--- src/rtl/dmem_arb_pkg.sv ---
// Shared types and constants for the data-memory arbiter.
// Latency: n/a (declarations only).
// Backpressure: n/a.
package dmem_arb_pkg;

  // Width of the DMA starvation counter. It must hold STARVE_LIMIT, which is at most 15.
  localparam int STARVE_W = 4;

  // The requester that drives the memory port in the current cycle.
  typedef enum logic [1:0] {
    OWN_NONE = 2'd0,
    OWN_CPU  = 2'd1,
    OWN_DMA  = 2'd2
  } owner_e;

endpackage

--- src/rtl/dmem_starve_ctr.sv ---
// Saturating counter of consecutive DMA cycles that the CPU won.
// Latency: the count updates at the clock edge, and o_at_limit is combinational from the count.
// Backpressure: none; i_clr takes priority over i_inc.
//
// Ports:
//   i_clk, i_rst_n   clock and asynchronous active-low reset
//   i_inc            the DMA was denied this cycle
//   i_clr            the DMA was granted, or nothing is waiting
//   i_limit          saturation value
//   o_at_limit       the count has reached i_limit
module dmem_starve_ctr
  import dmem_arb_pkg::*;
(
  input  logic                i_clk,
  input  logic                i_rst_n,
  input  logic                i_inc,
  input  logic                i_clr,
  input  logic [STARVE_W-1:0] i_limit,
  output logic                o_at_limit
);

  logic [STARVE_W-1:0] r_cnt;

  always_ff @(posedge i_clk or negedge i_rst_n) begin
    if (!i_rst_n) begin
      r_cnt <= '0;
    end else if (i_clr) begin
      r_cnt <= '0;
    end else if (i_inc && (r_cnt != i_limit)) begin
      r_cnt <= r_cnt + 1'b1;
    end
  end

  assign o_at_limit = (r_cnt == i_limit);

endmodule

--- src/rtl/dmem_arbiter.sv ---
// Shares the single-port data memory between the CPU MEM stage and a DMA port.
// Latency: the CPU path is zero cycles; DMA read data returns 1 cycle after dma_gnt.
// Backpressure: the CPU has fixed priority and stalls for at most 1 cycle per DMA grant.
//   After STARVE_LIMIT denied cycles, the DMA is forced through for one cycle.
//
// Ports:
//   i_clk, i_rst_n                      clock and asynchronous active-low reset
//   i_cpu_*  / o_cpu_rdata, o_cpu_stall  MEM stage request and response
//   i_dma_*  / o_dma_gnt, o_dma_rdata, o_dma_rvalid  DMA request and registered read return
//   o_mem_we, o_mem_addr, o_mem_wdata, i_mem_rdata   memory port (read is combinational)
module dmem_arbiter
  import dmem_arb_pkg::*;
#(
  parameter int DATA_WIDTH   = 32,
  parameter int ADDR_WIDTH   = 32,
  parameter int STARVE_LIMIT = 4
) (
  input  logic                  i_clk,
  input  logic                  i_rst_n,
  input  logic                  i_cpu_req,
  input  logic                  i_cpu_we,
  input  logic [ADDR_WIDTH-1:0] i_cpu_addr,
  input  logic [DATA_WIDTH-1:0] i_cpu_wdata,
  output logic [DATA_WIDTH-1:0] o_cpu_rdata,
  output logic                  o_cpu_stall,
  input  logic                  i_dma_req,
  input  logic                  i_dma_we,
  input  logic [ADDR_WIDTH-1:0] i_dma_addr,
  input  logic [DATA_WIDTH-1:0] i_dma_wdata,
  output logic                  o_dma_gnt,
  output logic [DATA_WIDTH-1:0] o_dma_rdata,
  output logic                  o_dma_rvalid,
  output logic                  o_mem_we,
  output logic [ADDR_WIDTH-1:0] o_mem_addr,
  output logic [DATA_WIDTH-1:0] o_mem_wdata,
  input  logic [DATA_WIDTH-1:0] i_mem_rdata
);

  localparam logic [STARVE_W-1:0] LIMIT = STARVE_W'(STARVE_LIMIT);

  owner_e w_owner;
  logic   w_at_limit;
  logic   w_dma_gnt;

  logic [DATA_WIDTH-1:0] r_dma_rdata;
  logic                  r_dma_rvalid;

  // A forced grant beats the CPU. Otherwise the DMA only gets idle CPU cycles.
  always_comb begin
    w_owner = OWN_NONE;
    if (i_dma_req && (w_at_limit || !i_cpu_req)) begin
      w_owner = OWN_DMA;
    end else if (i_cpu_req) begin
      w_owner = OWN_CPU;
    end
  end

  // Qualify with reset so that nothing is written to memory while rst_n is low.
  assign w_dma_gnt = i_rst_n && (w_owner == OWN_DMA);

  always_comb begin
    o_mem_we    = 1'b0;
    o_mem_addr  = i_cpu_addr;
    o_mem_wdata = i_cpu_wdata;
    if (w_owner == OWN_DMA) begin
      o_mem_we    = i_dma_we;
      o_mem_addr  = i_dma_addr;
      o_mem_wdata = i_dma_wdata;
    end else if (w_owner == OWN_CPU) begin
      o_mem_we = i_cpu_we;
    end
    if (!i_rst_n) begin
      o_mem_we = 1'b0;
    end
  end

  assign o_dma_gnt   = w_dma_gnt;
  assign o_cpu_stall = i_rst_n && i_cpu_req && (w_owner == OWN_DMA);
  assign o_cpu_rdata = i_mem_rdata;

  dmem_starve_ctr u_starve (
    .i_clk      (i_clk),
    .i_rst_n    (i_rst_n),
    .i_inc      (i_dma_req && (w_owner == OWN_CPU)),
    .i_clr      (w_dma_gnt || !i_dma_req),
    .i_limit    (LIMIT),
    .o_at_limit (w_at_limit)
  );

  // Capture the memory's combinational read data at the end of a DMA read grant.
  always_ff @(posedge i_clk or negedge i_rst_n) begin
    if (!i_rst_n) begin
      r_dma_rdata  <= '0;
      r_dma_rvalid <= 1'b0;
    end else if (w_dma_gnt && !i_dma_we) begin
      r_dma_rdata  <= i_mem_rdata;
      r_dma_rvalid <= 1'b1;
    end else begin
      r_dma_rvalid <= 1'b0;
    end
  end

  assign o_dma_rdata  = r_dma_rdata;
  assign o_dma_rvalid = r_dma_rvalid;

endmodule

--- config.mk ---
export PLATFORM = sky130hd
export DESIGN_NAME = dmem_arbiter
export DESIGN_NICKNAME = d
export VERILOG_FILES = /design/src/rtl/dmem_arb_pkg.sv /design/src/rtl/dmem_starve_ctr.sv /design/src/rtl/dmem_arbiter.sv
export SDC_FILE = /design/constraint.sdc
export NUM_CORES = 1
export LEC_CHECK = 0
export BUFFER_PORTS_ARGS = -buffer_cell sky130_fd_sc_hd__clkbuf_2
export CAP_MARGIN = 20
export CORE_AREA = 3 3 116 118
export CTS_CLUSTER_SIZE = 20
export DETAILED_ROUTE_END_ITERATION = 10
export DIE_AREA = 0 0 119 121
export GPL_TIMING_DRIVEN = 0
export PLACE_DENSITY = 0.65
export SETUP_SLACK_MARGIN = 0.1
export SYNTH_ARGS = -nofsm -noshare
export SYNTH_HDL_FRONTEND = slang
export SYNTH_SLANG_ARGS = --single-unit
--- constraint.sdc ---
create_clock -name i_clk -period 4.05 [get_ports i_clk]
set_input_delay 0.405 -clock i_clk [delete_from_list [all_inputs] [get_ports i_clk]]
set_output_delay 0.405 -clock i_clk [all_outputs]
set_load 0.02 [all_outputs]
## After elaboration in Yosys (flattened, before gate mapping)

Index checks and enable logic that the tools add are counted.

- Register bits: 37
- Output and inout bits: 132
- Logic and storage cells: 31

- Add/sub/neg operators: 1
- Equality and inequality tests: 4
- Muxes and demuxes: 10
- Reduce and logical (&&, ||, !) cells: 13

Operators by type and width:

| kind | count |
|---|---|
| 32-bit 2-to-1 mux | 2 |
| 4-bit 2-to-1 mux | 2 |
| 1-bit logical AND | 7 |
| 1-bit 2-to-1 mux | 5 |
| 4-bit by 1-bit adder with 4-bit output, second input constant | 1 |
| 4-bit by 3-bit equality test with 1-bit output, second input constant | 1 |
| 4-bit by 3-bit != test with 1-bit output, second input constant | 1 |
| 1-bit logical NOT | 3 |
| 2-bit by 1-bit equality test with 1-bit output, second input constant | 1 |
| 2-bit equality test, second input constant | 1 |
| 1-bit logical OR | 2 |
| 2-bit 2-to-1 mux | 1 |
| 2-bit nonzero test | 1 |

## Depth between registers and ports, before layout

- Depth in word-level cells: 9
- Mapped depth: 6

## Modules after synthesis

A second synthesis with hierarchy kept.

- Cell total of the unflattened synthesis: 211
- Area total of the unflattened synthesis: 2695.1 um^2

By module, submodules not included:

| module | times used | cells an instance | area each (um^2) | sequential area each (um^2) |
|---|---|---|---|---|
| dmem_arbiter | 1 | 188 | 2431.1 | 825.8 |
| dmem_starve_ctr | 1 | 23 | 264.0 | 100.1 |

## Worst setup path after synthesis

OpenSTA, ideal clock, no wires.

- Path type: register to output
- From: register u_starve.r_cnt[0]
- To: output o_mem_wdata[10]
- Arrival: 1.755 ns
- Path slack: 1.890 ns
- Stages on the path, launching flop included: 7
- Cell sequence: dfrtp_1 > inv_1 > ha_1 > nand3b_4 > a21oi_4 > buf_6 > mux2_1

- Longest elaborated chain between the ends: 6

RTL lines:

| element | line | source |
|---|---|---|
| start, declared | dmem_starve_ctr.sv:22 | `logic [STARVE_W-1:0] r_cnt;` |
| start signal, assigned | dmem_starve_ctr.sv:30 | `r_cnt <= r_cnt + 1'b1;` |
| 4-bit by 3-bit equality test with 1-bit output | dmem_starve_ctr.sv:34 | `assign o_at_limit = (r_cnt == i_limit);` |
| 1-bit logical OR | dmem_arbiter.sv:51 | `if (i_dma_req && (w_at_limit \|\| !i_cpu_req)) begin` |
| 1-bit logical AND | dmem_arbiter.sv:51 |  |
| 2-bit 2-to-1 mux | dmem_arbiter.sv:51 |  |
| 2-bit equality test | dmem_arbiter.sv:65 | `if (w_owner == OWN_DMA) begin` |
| 32-bit 2-to-1 mux | dmem_arbiter.sv:65 |  |
| end, declared | dmem_arbiter.sv:35 | `output logic [DATA_WIDTH-1:0] o_mem_wdata,` |

No other way between the ends.

## Worst setup path in the final report

Same ends and word-level chain as after synthesis.

==> results.yml <==
outcome:
  status: "finished, final reports clean"
die:
  die_w_microns: 119
  initial_core_util_pct: 20.8
  io_pins: 298
  die_area_sq_mm: 0.0144
  coreArea_sq_mm: 0.0126
  row_count: 41
  die_h_microns: 121
worst_setup_path:
  worstPathMaxFanout: 10
  rr_startpoint: "u_starve.r_cnt[0]"
  critPathTopFamily: "buffers and inverters"
  cp.arrival_ns: 2.42
  rrSetupSlack_ns: 1.89
  reg2reg_to: "o_dma_rdata[0]"
  reg2reg_depth: 6
  worst-path-buf-inv: 3
  required_ns: 3.64
  worstSetupStartpointType: "flip-flop"
  critPathMaxStageDelay_ns: 0.46
  crit_type: "reg2out"
  cp_slowest_cell: "a21oi_4"
  worstPathCellList: "inv_1 -> ha_1 -> nand3b_4 -> a21oi_4 -> buf_6 -> mux2_1 -> clkbuf_2"
  end_kind: "output pin"
sta:
  fin_crit_ns: 2.82
  final-setup-viol-count: 0
  fin_skew_ns: 0.00300
  rsz0062_at_grt: "false"
  max_freq_ghz: 0.355
  worst_slew_pin_slew_ns: 0.929
  period_share_pct: 69.6
  drv_slew: 0
  final_hold_viol_count: 0
  setup_ws_ns: 1.23
  tns_ns: 0
  max_slew_margin_pct: 38.0
power:
  p_leak_nw: 2.46
  ir_worst_vdd_mv: 0.156
  power.density_mw_per_mm2: 354
  power_mw: 1.60
clocking:
  cts_resized: 0
  cts_tree: "built"
  htree_levels: 2
  hold_buffers: 0
  clockRootBuffer: "clkbuf_16"
  cts_made_buffers: 5
  cts_sinks: 37
  clockBufferDepth: 2
  clk-insertion-delay-late_ns: 0.27
  cts_setup_buffers: 0
  clkSlewWorstSetupHoldPaths_ns: 0.06
global_routing:
  grt_max_degree: 39
  grt_pass1_vias: 2902
  grt_pass1_wl_microns: 15300
  grt_overflow: 0
  track_usage_pct: 13.3
  grt_antenna_before_repair: 0
cells_and_area:
  drive_above_1_share_pct: 85.5
  layout_commonest_cell: "clkbuf_2"
  syn2layout_area_growth_pct: 72.2
  layout_common_cells: "clkbuf_2, mux2_2, dfrtp_1, buf_4, buf_6"
  n_antenna_cell: 0
  seqCellArea_sq_um: 926
  fin_cells: 688
  nNetsFinal: 683
  multi_input_area_sq_mm: 0.00133
  nFillCells: 1262
detailed_routing:
  wirelength_microns: 10200
  vias_per_cell: 4.02
  antenna_left: 0
  via_count: 2765
  wl_per_cell_microns: 14.9
  drc: 0
  firstDrtPassIters: 4
  drt-initial-drc-count: 55
placement:
  place_hpwl_microns: 9170
  dp_slack_ns: 1.13
  io_buffers: 296
  gp_congestion: 0.874
  dp.cells: 680
logic_synthesis:
  synth.distinct_cells: 31
  synth_edf_count: 0
  yosys_warnings: 0
  ys_seq_elements: 37
  async_flop_share_pct: 100
  synth.cell_area_sq_mm: 0.00262
  yosysSeqAreaShare_pct: 35.4
  avgSynthCellArea_sq_um: 12.3
  ys.flop_type: "dfrtp_1"
  synth_cells: 212
  syn_nets: 380
min_path:
  holdCritPathClass: "in2async"
run:
  max-cap-violations: 0
-- worst max path at each step --
stage                     slack, ns  depth (start not counted)              end         startpoint
after floorplan                1.89                          6  o_mem_wdata[10]  u_starve.r_cnt[0]
after global placement         1.18                          6  o_dma_rdata[22]            i_rst_n
after detailed placement       1.13                          6   o_dma_rdata[0]            i_rst_n
after CTS                      1.18                          7  o_mem_wdata[10]  u_starve.r_cnt[0]
after global routing           1.06                          7  o_mem_wdata[11]  u_starve.r_cnt[0]
final                          1.23                          7  o_mem_wdata[10]  u_starve.r_cnt[0]
-- kinds of logic (layout without fill, tap and decap cells) --
kind of cell	after synthesis	count (layout)	share of synthesized area, %
simple gates	20	20	4.78
mux	96	96	41.3
buf+inv	47	351	14.0
compound gates	10	10	3.59
flops	37	37	35.4
fa+ha+maj	2	2	0.956
-- cells in the mapped netlist (2+ instances only) --
cell | instances | share of area, %
mux2_1 | 5 | 2.2
buf_6 | 9 | 3.9
nand4_1 | 2 | 0.48
mux2_2 | 91 | 39
nor2_1 | 2 | 0.29
nand3_1 | 2 | 0.38
dfrtp_1 | 37 | 35
inv_1 | 3 | 0.43
buf_4 | 32 | 9.2
nand2_1 | 5 | 0.72
ha_1 | 2 | 0.96
o31ai_1 | 3 | 0.86
-- power breakdown --
group          leakage, nW  switching, mW  total [mW]  internal [mW]
clock network       0.0944          0.143       0.497          0.354
registers            0.452         0.0368       0.480          0.443
logic                 1.91          0.345       0.621          0.276
total                 2.46          0.524        1.60           1.07
-- through the flow --
stage,util [%],hold slack [ns],area [sq um]
floorplan,-,0.109,2620
global route,35.9,0.349,4510
global placement,34.3,0.492,4310
finish,35.9,0.262,4510
detailed placement,34.3,0.498,4310
CTS,35.9,0.302,4510
-- area by class of cell --
class | count | share of cell area (%)
Timing Repair Buffer | 296 | 32.9
Sequential cell | 37 | 20.5
Clock buffer | 5 | 2.78
Inverter | 3 | 0.250
Buffer | 44 | 7.88
Tap cell | 172 | 4.77
Multi-Input combinational cell | 128 | 29.4
Clock inverter | 3 | 1.53
-- routing by layer --
metal / track usage [%] / vias to the layer above / part of all wire, %
met4: 3.84 / 0 / 1.6
li1: - / 1333 / -
met3: 2.52 / 11 / 7.9
met1: 15.1 / 1251 / 38
met5: 0 / - / 0
met2: 25.1 / 170 / 52
-- flip-flops by register name, indices dropped and copies added, names as in the netlist --
name / cells
u_starve.r_cnt: 4
o_dma_rvalid: 1
o_dma_rdata: 32
No activity file was read; power rests on OpenSTA's default activity.
